<file path="src/rtl/jac_seq_ctrl.sv">
// ----------------------------------------------------------------------------
// jac_seq_ctrl -- instruction sequencer for the Jac1-8 8-bit core.
//
// Fetches 16-bit instructions from an external instruction memory, reads the
// internal register file, drives the purely combinational ALU_J, writes the
// result back and maintains the architectural status flags. Program-flow
// opcodes (GOTO, IFZ, IFNZ, IFEQ, IFST, IFGT) are resolved here.
//
// Instruction word: [15:11] opcode, [10:8] ra (dest / operand1), [7:0] param.
// The second source register rb is param[2:0].
//
// Ports:
//   clock, reset        system clock, synchronous active-high reset
//   run                 start / continue execution
//   imem_req/addr       fetch request and address (address is always pc)
//   imem_ack/data       instruction valid strobe and instruction word
//   alu_opcode/op1/op2  ALU_J operands, driven only in EXEC (NOP/0 otherwise)
//   alu_param           ALU_J param field
//   alu_result/status   ALU_J outputs, captured at the end of EXEC
//   halted              HALT has been executed
//   illegal             sticky: a reserved opcode has been executed
//   pc, flags           program counter and architectural flags {Z,U,C}
//   dbg_addr/dbg_data   combinational register-file read port
// ----------------------------------------------------------------------------
module jac_seq_ctrl #(
    parameter int DataWidth     = 8,
    parameter int NumOpCodeBits = 5,
    parameter int ParamBits     = 8,
    parameter int NumStatusBits = 3,
    parameter int NumRegs       = 8,
    parameter int PcWidth       = 8
) (
    input  logic                     clock,
    input  logic                     reset,
    input  logic                     run,
    output logic                     imem_req,
    output logic [PcWidth-1:0]       imem_addr,
    input  logic                     imem_ack,
    input  logic [15:0]              imem_data,
    output logic [NumOpCodeBits-1:0] alu_opcode,
    output logic [DataWidth-1:0]     alu_op1,
    output logic [DataWidth-1:0]     alu_op2,
    output logic [ParamBits-1:0]     alu_param,
    input  logic [DataWidth-1:0]     alu_result,
    input  logic [NumStatusBits-1:0] alu_status,
    output logic                     halted,
    output logic                     illegal,
    output logic [PcWidth-1:0]       pc,
    output logic [NumStatusBits-1:0] flags,
    input  logic [2:0]               dbg_addr,
    output logic [DataWidth-1:0]     dbg_data
);

    // Opcode map (shared with ALU_J for 0x00-0x09)
    localparam logic [NumOpCodeBits-1:0] OP_NOP  = NumOpCodeBits'(8'h00);
    localparam logic [NumOpCodeBits-1:0] OP_ADD  = NumOpCodeBits'(8'h01);
    localparam logic [NumOpCodeBits-1:0] OP_SUB  = NumOpCodeBits'(8'h02);
    localparam logic [NumOpCodeBits-1:0] OP_SHR  = NumOpCodeBits'(8'h08);
    localparam logic [NumOpCodeBits-1:0] OP_VAL  = NumOpCodeBits'(8'h09);
    localparam logic [NumOpCodeBits-1:0] OP_GOTO = NumOpCodeBits'(8'h10);
    localparam logic [NumOpCodeBits-1:0] OP_IFZ  = NumOpCodeBits'(8'h11);
    localparam logic [NumOpCodeBits-1:0] OP_IFNZ = NumOpCodeBits'(8'h12);
    localparam logic [NumOpCodeBits-1:0] OP_IFEQ = NumOpCodeBits'(8'h13);
    localparam logic [NumOpCodeBits-1:0] OP_IFST = NumOpCodeBits'(8'h14);
    localparam logic [NumOpCodeBits-1:0] OP_IFGT = NumOpCodeBits'(8'h15);
    localparam logic [NumOpCodeBits-1:0] OP_HALT = NumOpCodeBits'(8'h17);

    typedef enum logic [2:0] {
        S_IDLE,
        S_FETCH,
        S_EXEC,
        S_WB,
        S_HALT
    } state_t;

    state_t state, state_nxt;

    logic [15:0]              ir;
    logic [DataWidth-1:0]     regs [NumRegs];
    logic [DataWidth-1:0]     res_q;
    logic [NumStatusBits-1:0] stat_q;

    // Decoded instruction fields
    logic [NumOpCodeBits-1:0] op_f;
    logic [2:0]               ra_f;
    logic [2:0]               rb_f;
    logic [ParamBits-1:0]     param_f;

    assign op_f    = ir[15:11];
    assign ra_f    = ir[10:8];
    assign param_f = ir[7:0];
    assign rb_f    = param_f[2:0];

    // Write-back decisions
    logic [PcWidth-1:0]   pc_plus1, pc_plus2, pc_nxt;
    logic                 reg_we, flag_we, set_illegal, set_halt;
    logic [DataWidth-1:0] reg_wd;

    assign pc_plus1 = pc + PcWidth'(1);
    assign pc_plus2 = pc + PcWidth'(2);

    // Compare branches execute a SUB on the ALU so their outcome comes from
    // the status captured in EXEC; IFZ/IFNZ test the architectural Z flag.
    function automatic logic cond_true(
        input logic [NumOpCodeBits-1:0] op,
        input logic [NumStatusBits-1:0] arch_flags,
        input logic [NumStatusBits-1:0] sub_st
    );
        logic c;
        c = 1'b1;
        case (op)
            OP_IFZ:  c = arch_flags[2];
            OP_IFNZ: c = !arch_flags[2];
            OP_IFEQ: c = sub_st[2];
            OP_IFST: c = sub_st[1];
            OP_IFGT: c = !sub_st[2] && !sub_st[1];
            default: c = 1'b1;
        endcase
        return c;
    endfunction

    function automatic logic is_compare(input logic [NumOpCodeBits-1:0] op);
        return (op == OP_IFEQ) || (op == OP_IFST) || (op == OP_IFGT);
    endfunction

    // Next-state logic
    always_comb begin
        state_nxt = state;
        case (state)
            S_IDLE:  if (run) state_nxt = S_FETCH;
            S_FETCH: if (imem_ack) state_nxt = S_EXEC;
            S_EXEC:  state_nxt = S_WB;
            S_WB: begin
                if (op_f == OP_HALT) state_nxt = S_HALT;
                else if (run)        state_nxt = S_FETCH;
                else                 state_nxt = S_IDLE;
            end
            S_HALT:  state_nxt = S_HALT;
            default: state_nxt = S_IDLE;
        endcase
    end

    // Memory / ALU drive: only FETCH requests, only EXEC presents operands
    always_comb begin
        imem_req   = (state == S_FETCH);
        imem_addr  = pc;
        alu_opcode = OP_NOP;
        alu_op1    = '0;
        alu_op2    = '0;
        alu_param  = '0;
        if (state == S_EXEC) begin
            alu_opcode = is_compare(op_f) ? OP_SUB : op_f;
            alu_op1    = regs[ra_f];
            alu_op2    = regs[rb_f];
            alu_param  = param_f;
        end
    end

    // Write-back decode
    always_comb begin
        pc_nxt      = pc_plus1;
        reg_we      = 1'b0;
        reg_wd      = res_q;
        flag_we     = 1'b0;
        set_illegal = 1'b0;
        set_halt    = 1'b0;
        case (op_f)
            OP_NOP: ;
            OP_VAL: begin
                reg_we = 1'b1;
                reg_wd = DataWidth'(param_f);
            end
            OP_GOTO: pc_nxt = PcWidth'(param_f);
            OP_IFZ, OP_IFNZ, OP_IFEQ, OP_IFST, OP_IFGT:
                pc_nxt = cond_true(op_f, flags, stat_q) ? pc_plus1 : pc_plus2;
            OP_HALT: begin
                set_halt = 1'b1;
                pc_nxt   = pc;
            end
            default: begin
                if (op_f >= OP_ADD && op_f <= OP_SHR) begin
                    reg_we  = 1'b1;
                    flag_we = 1'b1;
                end else begin
                    set_illegal = 1'b1;
                end
            end
        endcase
    end

    // State, architectural registers and capture registers
    always_ff @(posedge clock) begin
        if (reset) begin
            state   <= S_IDLE;
            pc      <= '0;
            flags   <= '0;
            halted  <= 1'b0;
            illegal <= 1'b0;
            ir      <= '0;
            res_q   <= '0;
            stat_q  <= '0;
            for (int i = 0; i < NumRegs; i++) regs[i] <= '0;
        end else begin
            state <= state_nxt;
            if (state == S_FETCH && imem_ack) ir <= imem_data;
            if (state == S_EXEC) begin
                res_q  <= alu_result;
                stat_q <= alu_status;
            end
            if (state == S_WB) begin
                pc <= pc_nxt;
                if (reg_we)      regs[ra_f] <= reg_wd;
                if (flag_we)     flags      <= stat_q;
                if (set_illegal) illegal    <= 1'b1;
                if (set_halt)    halted     <= 1'b1;
            end
        end
    end

    assign dbg_data = regs[dbg_addr];

endmodule

</file>
<file path="config.mk">
export PLATFORM = sky130hd
export DESIGN_NAME = jac_seq_ctrl
export DESIGN_NICKNAME = d
export VERILOG_FILES = /design/src/rtl/jac_seq_ctrl.sv
export SDC_FILE = /design/constraint.sdc
export NUM_CORES = 1
export LEC_CHECK = 0
export CAP_MARGIN = 5
export CORE_UTILIZATION = 55
export CTS_BUF_LIST = sky130_fd_sc_hd__clkbuf_16
export CTS_CLUSTER_DIAMETER = 40
export DETAILED_ROUTE_END_ITERATION = 12
export PLACE_DENSITY = 0.91
export SYNTH_ARGS = -nofsm -noshare
export SYNTH_HDL_FRONTEND = slang
export SYNTH_SLANG_ARGS = --single-unit
</file>
<file path="constraint.sdc">
create_clock -name clock -period 3.6 [get_ports clock]
set_input_delay 0.36 -clock clock [delete_from_list [all_inputs] [get_ports clock]]
set_output_delay 0.36 -clock clock [all_outputs]
set_load 0.1 [all_outputs]
</file>
# After elaboration in Yosys (flattened, before gate mapping)
# Memories as Yosys holds them, arrays and structs flattened. A register that Yosys moved wholly into a read port is not among the register bits.
# Index checks and enable logic that the tools add are counted.
[op_classes]
add_sub_neg = 2
bitwise_logic = 1
magnitude_cmp = 2
eq_ne = 14
reduce_logical = 19
muxes = 34
[ops]
columns = ["op", "n"]
rows = [
  ["2-to-1 mux 8 bit", 6],
  ["== test 5 bit, second input constant", 7],
  ["2-to-1 mux 3 bit", 8],
  ["case mux 8 bit (3 select lines)", 1],
  ["OR reduction 8 bit", 2],
  ["case mux 3 bit (5 select lines)", 1],
  ["2-to-1 mux 1 bit", 14],
  ["2-to-1 mux 5 bit", 2],
  ["AND reduction 2 bit", 5],
  ["OR reduction 9 bit", 1],
  ["adder 8 x 1 -> 8 bit, second input constant", 1],
  ["adder 8 x 2 -> 8 bit, second input constant", 1],
  ["== test 3 x 2 -> 1 bit, second input constant", 2],
  ["== test 5 x 4 -> 1 bit, second input constant", 1],
  ["greater-or-equal comparator 5 x 1 -> 1 bit, second input constant", 1],
  ["<= comparator 5 x 4 -> 1 bit, second input constant", 1],
  ["zero test 5 bit", 1],
  ["case mux 1 bit (5 select lines)", 1],
  ["OR reduction 5 bit", 1],
  ["== test 3 x 1 -> 1 bit, second input constant", 1],
  ["== test 3 bit, second input constant", 1],
  ["logical AND 1 bit", 3],
  ["zero test 1 bit", 3],
  ["zero test 3 bit", 1],
  ["5 further kinds", 6],
]
[word_totals]
in_bits = 34
ff_bits = 43
n_memories = 1
out_inout_bits = 59
ram_bits = 64
[memory_table]
columns = ["name", "words", "width", "read_ports", "rd_ports_with_merged_regs", "wr", "line_no", "text"]
rows = [
  ["regs", 8, 8, 3, 2, 8, "79", "logic [DataWidth-1:0] regs [NumRegs];"],
]

# Longest topological paths before layout
[logic_depth]
word_depth = 10
ltp_mapped = 8
mapped_depth_nobuf = 6

# Least setup slack after synthesis
# No wires, ideal clock.
[synth_timing]
path_kind = "register -> register"
from = "register state[1]"
to = "register with a tool-made name"
setup_ns = 0.136
required_ns = 3.464
arrival_ns = 3.705
stages_incl_launch_ff = 7
slack_ns = -0.241
synth_period_minus_slack_ns = 3.841
cell_sequence = "dfxtp_1 > clkbuf_1 > nor3b_1 > nand2_1 > clkbuf_1 > nand2_1 > a21oi_1"
[synth_lines]
columns = ["element", "line_no", "text"]
rows = [
  ["from (decl)", "76", "state_t state, state_nxt;"],
  ["from (signal assigned)", "204", "state <= state_nxt;"],
]

==> metrics.md <==
| Metric | Value |
|---|---|
| HP Start | stat_q[0]$_SDFFE_PP0N_ |
| Remaining Overflow, GRT | 0 |
| Seq pwr share | 0.384 |
| Final Hold Fails | 0 |
| Worst-Skew Late Latency | 0.41 ns |
| Leak Pwr | 0.00269 uW |
| Leading cell types in the layout, fill and taps excluded | nor2_1, nand2_1, edfxtp_1, clkdlybuf4s50_1, dfxtp_1 |
| Final layout net count | 681 |
| GR Util All Layers | 0.310 |
| Via count | 5144 |
| Clk sink count | 113 |
| Status | complete, no violations |
| Clock Skews | 0.00739 ns |
| Largest net degree at the start of global routing | 40 |
| Ant diodes | 0 |
| I/O Buffers | 92 |
| Longest Clk Path Bufs | 2 |
| Clk pwr share | 0.478 |
| CTS Hold Bufs | 0 |
| GP Congestion | 0.891 |
| Total Power | 3870 uW |
| Worst Tran Pin Value | 0.982 ns |
| Die Ht | 109 um |
| IO Count | 93 |
| Worst setup slack after layout | 0.855 ns |
| Cell Area, Synth | 6350 um^2 |
| CTS-repair resized insts | 0 |
| Setup Fix Bufs, Post-CTS | 0 |
| Synth cell types | 59 |
| CP Capture Type | flop |
| Setup Viol. Count Final | 0 |
| FMAX | 364 MHz |
| Max Slew Vio Count | 0 |
| Inst Count DP | 766 |
| Die area | 12000 um^2 |
| NetSw | 1010 uW |
| Final worst-path cycle share | 0.762 |
| Layout cells sized above 1 | 0.216 |
| P per Cell Area | 490 nW/um^2 |
| Avg WL per Cell | 21.8 um |
| Yosys Warn Count | 0 |
| Min cycle time layout | 2.74 ns |
| CTS tree | yes |
| Max_slew headroom | 0.343 |
| Starting Density | 0.576 |
| Area delta synth->final | 24.1% |
| Asr flop ratio synth | 0 |
| Clock-pin slew on the worst setup and hold paths | 0.06 ns |
| Num CTS Buffers | 17 |
| Dpl hpwl | 12.6 mm |
| Critical path fanouts, max | 18 |
| DRC viols | 0 |
| Reg-to-Reg End | regs[5][3]$_SDFFCE_PN0P_ |
| Cells after Synth | 585 |
| Max-cap check violation count | 0 |
| Global-route wire length before repair | 27.0 mm |
| H-tree depth | 4 |
| Detailed Route WL | 17.4 mm |
| Setup Crit Path Kind | flop to flop |
| Vias per Instance | 6.45 |
| Pre-antenna DRT Iters | 5 |
| CTS root buffer | clkbuf_16 |
| Antenna Nets Post-Route | 0 |
| Mean cell area of the mapped netlist | 10.9 um^2 |
| DRT iter0 DRCs | 461 |
| Commonest non-fill, non-tap cell in the layout | nor2_1 |
| Post-synth EDFFs | 64 |
| Initial antenna violation count | 0 |
| Sequential share of the synthesized area | 0.457 |
| Vias in the first global route | 4965 |
| Hold EP | stat_q[0]$_SDFFE_PP0N_ |
| CP Launch Type | flop |
| Rows | 38 |
| Overall die width | 109 um |
| Top FF cell, synth | edfxtp_1 |
| Critical path arrival | 2.82 ns |
| RSZ-0062 raised after global routing | false |
| P_int | 2850 uW |
| Hold path cells | 2 |
| Setup Total Neg Slack | 0 ns |
| Yosys reg bits | 113 |
| Core area | 11000 um^2 |
| Required @ worst endpoint | 3.68 ns |
| Worst r2r src | ir[13]$_SDFFE_PP0P_ |
| Non-Filler Instances | 798 |
| CP startpoint | ir[13]$_SDFFE_PP0P_ |
| Worst slack at placement | 0.800 ns |
| Combinational share of power | 0.138 |
| Sw Ratio | 0.262 |
| Register-to-Register Path Depth | 5 |
| Worst min path class | flop to flop |
| VDD IR max | 0.371 mV |
| Net Count, Synth | 621 |
| R2r setup slk | 0.86 ns |
sequential cells by signal, indices dropped and copies added, names as in the netlist, named ones only:
signal,flops
flags,3
halted,1
illegal,1
imem_addr,8
ir,16
regs,64
res_q,8
stat_q,3
state,3
worst max path at each step:
stage	end	slack, ns	cells past startpoint
floorplan	alu_opcode[0]	0.69	6
global placement	regs[1][4]$_SDFFCE_PN0P_	0.87	6
detailed placement	regs[5][3]$_SDFFCE_PN0P_	0.80	6
CTS	alu_opcode[4]	0.90	6
global route	regs[5][2]$_SDFFCE_PN0P_	0.64	5
finish	regs[5][3]$_SDFFCE_PN0P_	0.86	5
cells by family (layout without fill, tap and decap cells):
kind of cell,count (synthesis),count (layout),synth area share
xor gates and xnor gates,12,12,0.0165
buffers and inverters,61,134,0.0455
adders and majority gates,2,2,0.00394
muxes,84,84,0.229
AOI/OAI and AO/OA,77,77,0.0792
and+or+nand+nor,236,236,0.169
DFF,113,113,0.457
critical path: stages (launching register included):
cell and delay [ns]:
dfxtp_1 0.72, nor4_1 0.17, nor4b_1 0.41, nor2b_1 0.38
nand3_1 0.34, nand2_1 0.39
per-layer routing:
layer | GRT usage | vias up | share of wire | routed length [um]
li1 | - | 2253 | - | -
met1 | 0.378 | 2459 | 0.35 | 6170
met2 | 0.531 | 386 | 0.50 | 8770
met3 | 0.0818 | 46 | 0.11 | 1940
met4 | 0.108 | 0 | 0.031 | 539
met5 | 0 | - | 0 | 0
area by class of cell:
| cell class | count | area [um^2] |
|---|---|---|
| fill | 737 | 3150 |
| tap | 140 | 175 |
| inverter | 5 | 18.8 |
| sequential | 113 | 2900 |
| clock inverter | 15 | 229 |
| multi-input combinational | 411 | 3160 |
| timing repair buffer | 97 | 966 |
| clock buffer | 17 | 425 |
metrics by stage:
stage / area [um^2] / hold WS, ns / util
detailed placement: 7230 / 0.446 / 0.655
global route: 7880 / 0.468 / 0.714
CTS: 7880 / 0.455 / 0.714
finish: 7880 / 0.452 / 0.714
global placement: 7230 / 0.442 / 0.655
floorplan: 6360 / 0.436 / -
power groups by stage:
stage	clock network, uW	logic [uW]	registers, uW
2_1_floorplan	0	386	1480
4_1_cts	1850	531	1480
3_5_place_dp	0	528	1510
3_3_place_gp	0	519	1500
6_report	1850	532	1480
5_1_grt	1910	557	1490
cell usage after synthesis (2+ instances only):
| cell | n | area (um^2) |
|---|---|---|
| dfxtp_1 | 49 | 981 |
| nand3_1 | 8 | 40.0 |
| nor2b_1 | 3 | 18.8 |
| inv_1 | 5 | 18.8 |
| buf_2 | 15 | 75.1 |
| nand2_1 | 80 | 300 |
| buf_1 | 4 | 15.0 |
| a211oi_2 | 2 | 25.0 |
| o31ai_1 | 3 | 22.5 |
| a2bb2oi_1 | 2 | 17.5 |
| mux2_2 | 8 | 90.1 |
| o2111a_1 | 2 | 22.5 |
| nor4b_1 | 2 | 17.5 |
| nor4_1 | 2 | 12.5 |
| a21oi_1 | 37 | 185 |
| and2_1 | 10 | 62.6 |
| buf_4 | 9 | 67.6 |
| xor2_1 | 3 | 26.3 |
| xnor2_1 | 9 | 78.8 |
| nand2b_1 | 4 | 25.0 |
| nor2_1 | 99 | 372 |
| nand3b_1 | 6 | 45.0 |
| o21ai_0 | 11 | 55.1 |
| mux2i_1 | 28 | 280 |
| o2111ai_1 | 2 | 17.5 |
| mux4_2 | 48 | 1080 |
| nor3_1 | 2 | 10.0 |
| a221oi_1 | 5 | 43.8 |
| nand4_1 | 4 | 25.0 |
| o22ai_1 | 2 | 12.5 |
| or2_2 | 2 | 12.5 |
| a41o_1 | 2 | 20.0 |
| clkbuf_1 | 27 | 101 |
| ha_1 | 2 | 25.0 |
| edfxtp_1 | 64 | 1920 |
No activity file was read; power rests on OpenSTA's default activity.
